--- src/rtl/proc_control_fsm_if.sv ---
// Control bundle between proc_control_fsm (master) and its instruction ROM / datapath (slave).
interface proc_control_fsm_if;
   logic        run;
   logic [22:0] code;
   logic [4:0]  pc;
   logic        rf_we;
   logic [2:0]  rf_waddr;
   logic [2:0]  rf_raddr;
   logic [1:0]  bus_sel;
   logic [15:0] imm;
   logic        a_load;
   logic        alu_add;
   logic        busy;
   logic        done;
   logic        halted;
   logic        illegal;

   modport master (
      input  run, code,
      output pc, rf_we, rf_waddr, rf_raddr, bus_sel, imm,
             a_load, alu_add, busy, done, halted, illegal
   );

   modport slave (
      output run, code,
      input  pc, rf_we, rf_waddr, rf_raddr, bus_sel, imm,
             a_load, alu_add, busy, done, halted, illegal
   );
endinterface

--- src/rtl/proc_control_fsm.sv ---
// Multi-cycle control FSM for a tiny LOAD/MOV/ADD processor with a 32-word instruction ROM.
// Optional: define ILLEGAL_OP_TRAP_EN to halt (with illegal=1) on undefined opcodes instead of skipping them.
module proc_control_fsm (
   input  logic               clk,
   input  logic               rst,
   proc_control_fsm_if.master ctl
);
   typedef enum logic [2:0] {IDLE, FETCH, DECODE, EX1, EX2, EX3, HALT} state_e;

   localparam logic [3:0] OP_HALT = 4'h0;
   localparam logic [3:0] OP_LOAD = 4'h1;
   localparam logic [3:0] OP_MOV  = 4'h2;
   localparam logic [3:0] OP_ADD  = 4'h3;

   state_e      state_q, state_d;
   logic [4:0]  pc_q, pc_d;
   logic [22:0] ir_q, ir_d;
   logic        done_q, done_d;
   logic [3:0]  op;
   logic [2:0]  rx, ry;

   assign op = ir_q[22:19];
   assign rx = ir_q[18:16];
   assign ry = ir_q[15:13];

`ifdef ILLEGAL_OP_TRAP_EN
   logic illegal_q, illegal_d;
   assign ctl.illegal = illegal_q;
`else
   assign ctl.illegal = 1'b0;
`endif

   assign ctl.pc     = pc_q;
   assign ctl.done   = done_q;
   assign ctl.halted = (state_q == HALT);
   assign ctl.busy   = (state_q != IDLE) && (state_q != HALT);

   // NOTE: state registers use non-blocking assignments so every flop samples pre-edge values.
   always_ff @(posedge clk) begin
      if (rst) begin
         state_q   <= IDLE;
         pc_q      <= '0;
         ir_q      <= '0;
         done_q    <= 1'b0;
`ifdef ILLEGAL_OP_TRAP_EN
         illegal_q <= 1'b0;
`endif
      end else begin
         state_q   <= state_d;
         pc_q      <= pc_d;
         ir_q      <= ir_d;
         done_q    <= done_d;
`ifdef ILLEGAL_OP_TRAP_EN
         illegal_q <= illegal_d;
`endif
      end
   end

   // NOTE: every signal written here gets a default first, so no path can infer a latch.
   always_comb begin
      state_d      = state_q;
      pc_d         = pc_q;
      ir_d         = ir_q;
`ifdef ILLEGAL_OP_TRAP_EN
      illegal_d    = illegal_q;
`endif
      ctl.rf_we    = 1'b0;
      ctl.rf_waddr = '0;
      ctl.rf_raddr = '0;
      ctl.bus_sel  = 2'b00;
      ctl.imm      = '0;
      ctl.a_load   = 1'b0;
      ctl.alu_add  = 1'b0;

      case (state_q)
         IDLE: begin
            if (ctl.run) begin
               pc_d    = '0;
               state_d = FETCH;
            end
         end
         FETCH: begin
            ir_d    = ctl.code;
            state_d = DECODE;
         end
         DECODE: begin
            case (op)
               OP_HALT:                 state_d = HALT;
               OP_LOAD, OP_MOV, OP_ADD: state_d = EX1;
               default: begin
`ifdef ILLEGAL_OP_TRAP_EN
                  illegal_d = 1'b1;
                  state_d   = HALT;
`else
                  pc_d      = pc_q + 5'd1;
                  state_d   = FETCH;
`endif
               end
            endcase
         end
         EX1: begin
            case (op)
               OP_LOAD: begin
                  ctl.rf_we    = 1'b1;
                  ctl.rf_waddr = rx;
                  ctl.bus_sel  = 2'b01;
                  ctl.imm      = ir_q[15:0];
                  pc_d         = pc_q + 5'd1;
                  state_d      = FETCH;
               end
               OP_MOV: begin
                  ctl.rf_raddr = ry;
                  ctl.bus_sel  = 2'b10;
                  ctl.rf_we    = 1'b1;
                  ctl.rf_waddr = rx;
                  pc_d         = pc_q + 5'd1;
                  state_d      = FETCH;
               end
               OP_ADD: begin
                  ctl.rf_raddr = rx;
                  ctl.bus_sel  = 2'b10;
                  ctl.a_load   = 1'b1;
                  state_d      = EX2;
               end
               default: state_d = IDLE;
            endcase
         end
         EX2: begin
            ctl.rf_raddr = ry;
            ctl.bus_sel  = 2'b10;
            ctl.alu_add  = 1'b1;
            state_d      = EX3;
         end
         EX3: begin
            ctl.bus_sel  = 2'b11;
            ctl.rf_we    = 1'b1;
            ctl.rf_waddr = rx;
            pc_d         = pc_q + 5'd1;
            state_d      = FETCH;
         end
         HALT: begin
            if (ctl.run) begin
               pc_d      = '0;
`ifdef ILLEGAL_OP_TRAP_EN
               illegal_d = 1'b0;
`endif
               state_d   = FETCH;
            end
         end
         default: state_d = IDLE;
      endcase

      // done is registered so it is high exactly for the first cycle spent in HALT
      done_d = (state_d == HALT) && (state_q != HALT);
   end
endmodule

--- src/flat_wrapper.sv ---
// flat-port wrapper written by rule: the top's interface ports become plain ports
module proc_control_fsm_flat 
  (clk, rst, ctl_run, ctl_code, ctl_pc, ctl_rf_we, ctl_rf_waddr, ctl_rf_raddr, ctl_bus_sel, ctl_imm, ctl_a_load, ctl_alu_add, ctl_busy, ctl_done, ctl_halted, ctl_illegal);
  proc_control_fsm_if ctl_i ();
  input  logic clk;
  input  logic rst;
  input wire logic [$bits(ctl_i.run)-1:0] ctl_run;
  input wire logic [$bits(ctl_i.code)-1:0] ctl_code;
  output wire logic [$bits(ctl_i.pc)-1:0] ctl_pc;
  output wire logic [$bits(ctl_i.rf_we)-1:0] ctl_rf_we;
  output wire logic [$bits(ctl_i.rf_waddr)-1:0] ctl_rf_waddr;
  output wire logic [$bits(ctl_i.rf_raddr)-1:0] ctl_rf_raddr;
  output wire logic [$bits(ctl_i.bus_sel)-1:0] ctl_bus_sel;
  output wire logic [$bits(ctl_i.imm)-1:0] ctl_imm;
  output wire logic [$bits(ctl_i.a_load)-1:0] ctl_a_load;
  output wire logic [$bits(ctl_i.alu_add)-1:0] ctl_alu_add;
  output wire logic [$bits(ctl_i.busy)-1:0] ctl_busy;
  output wire logic [$bits(ctl_i.done)-1:0] ctl_done;
  output wire logic [$bits(ctl_i.halted)-1:0] ctl_halted;
  output wire logic [$bits(ctl_i.illegal)-1:0] ctl_illegal;
  assign ctl_i.run = ctl_run;
  assign ctl_i.code = ctl_code;
  assign ctl_pc = ctl_i.pc;
  assign ctl_rf_we = ctl_i.rf_we;
  assign ctl_rf_waddr = ctl_i.rf_waddr;
  assign ctl_rf_raddr = ctl_i.rf_raddr;
  assign ctl_bus_sel = ctl_i.bus_sel;
  assign ctl_imm = ctl_i.imm;
  assign ctl_a_load = ctl_i.a_load;
  assign ctl_alu_add = ctl_i.alu_add;
  assign ctl_busy = ctl_i.busy;
  assign ctl_done = ctl_i.done;
  assign ctl_halted = ctl_i.halted;
  assign ctl_illegal = ctl_i.illegal;
  proc_control_fsm u_core (.clk(clk), .rst(rst), .ctl(ctl_i));
endmodule
--- config.mk ---
export PLATFORM = sky130hd
export DESIGN_NAME = proc_control_fsm_flat
export DESIGN_NICKNAME = d
export VERILOG_FILES = /design/src/rtl/proc_control_fsm_if.sv /design/src/rtl/proc_control_fsm.sv /design/src/flat_wrapper.sv
export SDC_FILE = /design/constraint.sdc
export NUM_CORES = 1
export LEC_CHECK = 0
export BUFFER_PORTS_ARGS = -buffer_cell sky130_fd_sc_hd__buf_2
export CELL_PAD_IN_SITES_DETAIL_PLACEMENT = 0
export CELL_PAD_IN_SITES_GLOBAL_PLACEMENT = 2
export CORE_AREA = 2 2 80 82
export DETAILED_ROUTE_END_ITERATION = 7
export DIE_AREA = 0 0 82 84
export GPL_TIMING_DRIVEN = 1
export PLACE_DENSITY = 0.83
export SLEW_MARGIN = 20
export SYNTH_ARGS = -nofsm -noshare
export SYNTH_HDL_FRONTEND = slang
export SYNTH_SLANG_ARGS = --single-unit
--- constraint.sdc ---
create_clock -name clk -period 4.6 [get_ports clk]
set_input_delay 0 -clock clk [delete_from_list [all_inputs] [get_ports clk]]
set_output_delay 0 -clock clk [all_outputs]
set_load 0.05 [all_outputs]
==> impl_metrics.tcl <==
set metrics [dict create \
    outcome "finished clean" \
    whs_ns 0.137 \
    slowest_delay_ns 0.66 \
    setup.reg_to_reg.worst_slack_ns 2.73 \
    worstPathRequired_ns 4.60 \
    die_y_um 84 \
    cts_root_buf "clkbuf_8" \
    synth_area_per_cell_um2 7.78 \
    drv_cap 0 \
    routed_wl_um 4510 \
    nNetsFinal 315 \
    start_util 0.269 \
    finalPower_mw 1.20 \
    viasPerCell 4.64 \
    detailed_place_hpwl_um 2990 \
    rr_endpoint "u_core.ir_q[22]" \
    ys_seq_area_frac 0.390 \
    layout_commonest_cell "buf_2" \
    timing.rr.start "u_core.state_q[1]" \
    yosysWarnings 0 \
    clock_power_share 0.226 \
    hp-start "ctl_run" \
    combPwrFrac 0.416 \
    cts_buffers 5 \
    overflow 0 \
    first_pass_iters 4 \
    pwr-share-seq 0.358 \
    route.detailed.drc 0 \
    coreArea_um2 6100 \
    port_buffers 60 \
    route.detailed.wl_per_inst_um 12.3 \
    fin_crit_sh 0.494 \
    power_density_nw_per_um2 520 \
    hold_end "u_core.state_q[1]" \
    p_leak_nw 1.03 \
    internal_power_mw 0.675 \
    critPathArrivalTime_ns 2.27 \
    synth-async-reset-ratio 0 \
    slew_violations 0 \
    synth_cell_type_count 45 \
    track_usage 0.137 \
    die_area_um2 6890 \
    post_cts_buffers 0 \
    clock_latency_ns 0.29 \
    stdcell_count 366 \
    finalHoldViolCount 0 \
    setup_tns_ns 0 \
    crit_slowest_cell "dfxtp_1" \
    end_kind "output pin" \
    synth-main-ff-cell "dfxtp_1" \
    critPathMaxFanout 16 \
    p_sw_frac 0.439 \
    antenna_cells 0 \
    detail-route-antenna-nets 0 \
    finClkSkew_ns 0.00384 \
    row_count 29 \
    grt_pass1_wl_um 7360 \
    tightest_slew_ns 0.976 \
    setup_viol 0 \
    hold_path.class "in -> reg" \
    synth_edf_count 0 \
    vias 1700 \
    grt_pass1_vias 1612 \
    ios 62 \
    rsz0062_at_grt "false" \
    synth_area_um2 1640 \
    ctsHtreeMaxLevel 2 \
    synthCells 211 \
    peakVddDrop_v 0.000269 \
    fmax_ghz 0.440 \
    crit_chain "nand2b_4 -> or4_4 -> nor2_4 -> and2_1 -> buf_2" \
    hold_depth 4 \
    switchingPower_mw 0.529 \
    grt_max_degree 28 \
    slew_headroom 0.349 \
    antenna_found_initial 0 \
    area_growth_pct 41.0 \
    placed_cells 335 \
    cts_tree "built" \
    fp.dieW_um 82 \
    critPathKind "reg -> out" \
    fin_util 0.380 \
    synth_seq_cells 32 \
    synth_nets 238 \
    drive_gt1_frac 0.273 \
    cts_sinks 32 \
    place_congestion 0.768 \
    clk_pin_slew_ns 0.07 \
    final_cell_mix "buf_2, nand2_1, dfxtp_1, a21oi_1, dlygate4sd3_1" \
    start_kind "register" \
    cts_buffer_depth 2 \
    first_iter_violations 89 \
    fin_crit_ns 2.27 \
    r2r_cells 4 \
]
==> cell type report <==
| type | instances | area, µm² |
|---|---|---|
| clock inverters | 3 | 42.5 |
| well taps | 77 | 96.3 |
| flip-flops and latches | 32 | 641 |
| fillers | 664 | 3780 |
| repair buffers | 84 | 538 |
| inverters | 4 | 15.0 |
| multi-input cells | 161 | 913 |
| clock buffers | 5 | 68.8 |
==> sequential cells by signal, summed over array words and instances, names as in the netlist <==
register,cells
u_core.state_q,3
u_core.ctl.pc,5
u_core.ir_q,23
u_core.ctl.done,1
==> power by group through the flow <==
stage | logic [mW] | clock network [mW] | registers (mW)
CTS | 0.508 | 0.282 | 0.430
floorplan | 0.408 | 0 | 0.412
detailed placement | 0.491 | 0 | 0.437
finish | 0.502 | 0.272 | 0.431
global placement | 0.490 | 0 | 0.438
global route | 0.559 | 0.297 | 0.444
==> worst max-delay path: cells and delay by family (launching register included) <==
kind | cells | cell delay [ns]
buf+inv | 1 | 0.26
flops | 1 | 0.66
simple gates | 4 | 1.06
==> how the worst max path moves through the flow <==
stage | from | end | depth (start not counted)
2_1_floorplan | u_core.state_q[2] | u_core.state_q[0] | 5
3_3_place_gp | u_core.state_q[1] | ctl_imm[15] | 5
3_5_place_dp | u_core.state_q[1] | ctl_imm[15] | 5
4_1_cts | u_core.state_q[1] | ctl_imm[15] | 5
5_1_grt | u_core.state_q[1] | ctl_imm[15] | 5
6_report | u_core.state_q[1] | ctl_imm[15] | 5
==> synthesized netlist by cell type, types with 2 or more instances <==
library cell | instances | area, µm²
a21oi_1 | 28 | 140
a22o_1 | 3 | 26.3
a31oi_1 | 4 | 25.0
and2_1 | 20 | 125
and3_1 | 2 | 12.5
buf_2 | 7 | 35.0
buf_4 | 3 | 22.5
clkbuf_1 | 3 | 11.3
dfxtp_1 | 32 | 641
inv_2 | 3 | 11.3
mux2i_1 | 2 | 20.0
nand2_1 | 52 | 195
nand2b_1 | 5 | 31.3
nand3_1 | 5 | 25.0
nor2_1 | 4 | 15.0
nor2b_1 | 3 | 18.8
nor3_1 | 2 | 10.0
nor3b_1 | 2 | 15.0
nor4_1 | 2 | 12.5
o211a_1 | 2 | 20.0
o211ai_1 | 2 | 15.0
o31ai_1 | 2 | 15.0
==> metal layers <==
| layer | track usage | wire, µm | vias to the layer above |
|---|---|---|---|
| met4 | 0.0333 | 39 | 0 |
| met1 | 0.165 | 2120 | 783 |
| li1 | - | - | 867 |
| met5 | 0 | 0 | - |
| met2 | 0.229 | 2130 | 45 |
| met3 | 0.0498 | 222 | 5 |
==> kinds of logic after synthesis <==
kind of cell,synth area share
and+or+nand+nor,0.331
other,0.00228
muxes,0.0122
DFF,0.390
adders and majority gates,0.00762
AOI/OAI and AO/OA,0.193
buffers and inverters,0.0533
xor gates and xnor gates,0.0107
==> timing repair <==
action | 4_1_cts | 5_1_grt
hold buffers | 23 | 0
gates resized for setup | 0 | 0
endpoints found under the setup margin | 0 | 0
hold endpoints to repair | 23 | 0
==> through the flow <==
stage,instance area (µm²),worst slack [ns]
after floorplan,1640,2.41
after global placement,1970,2.69
after global routing,2310,2.18
after detailed placement,1970,2.64
final,2310,2.33
after CTS,2310,2.31
Power figures use the tool's default switching activity.
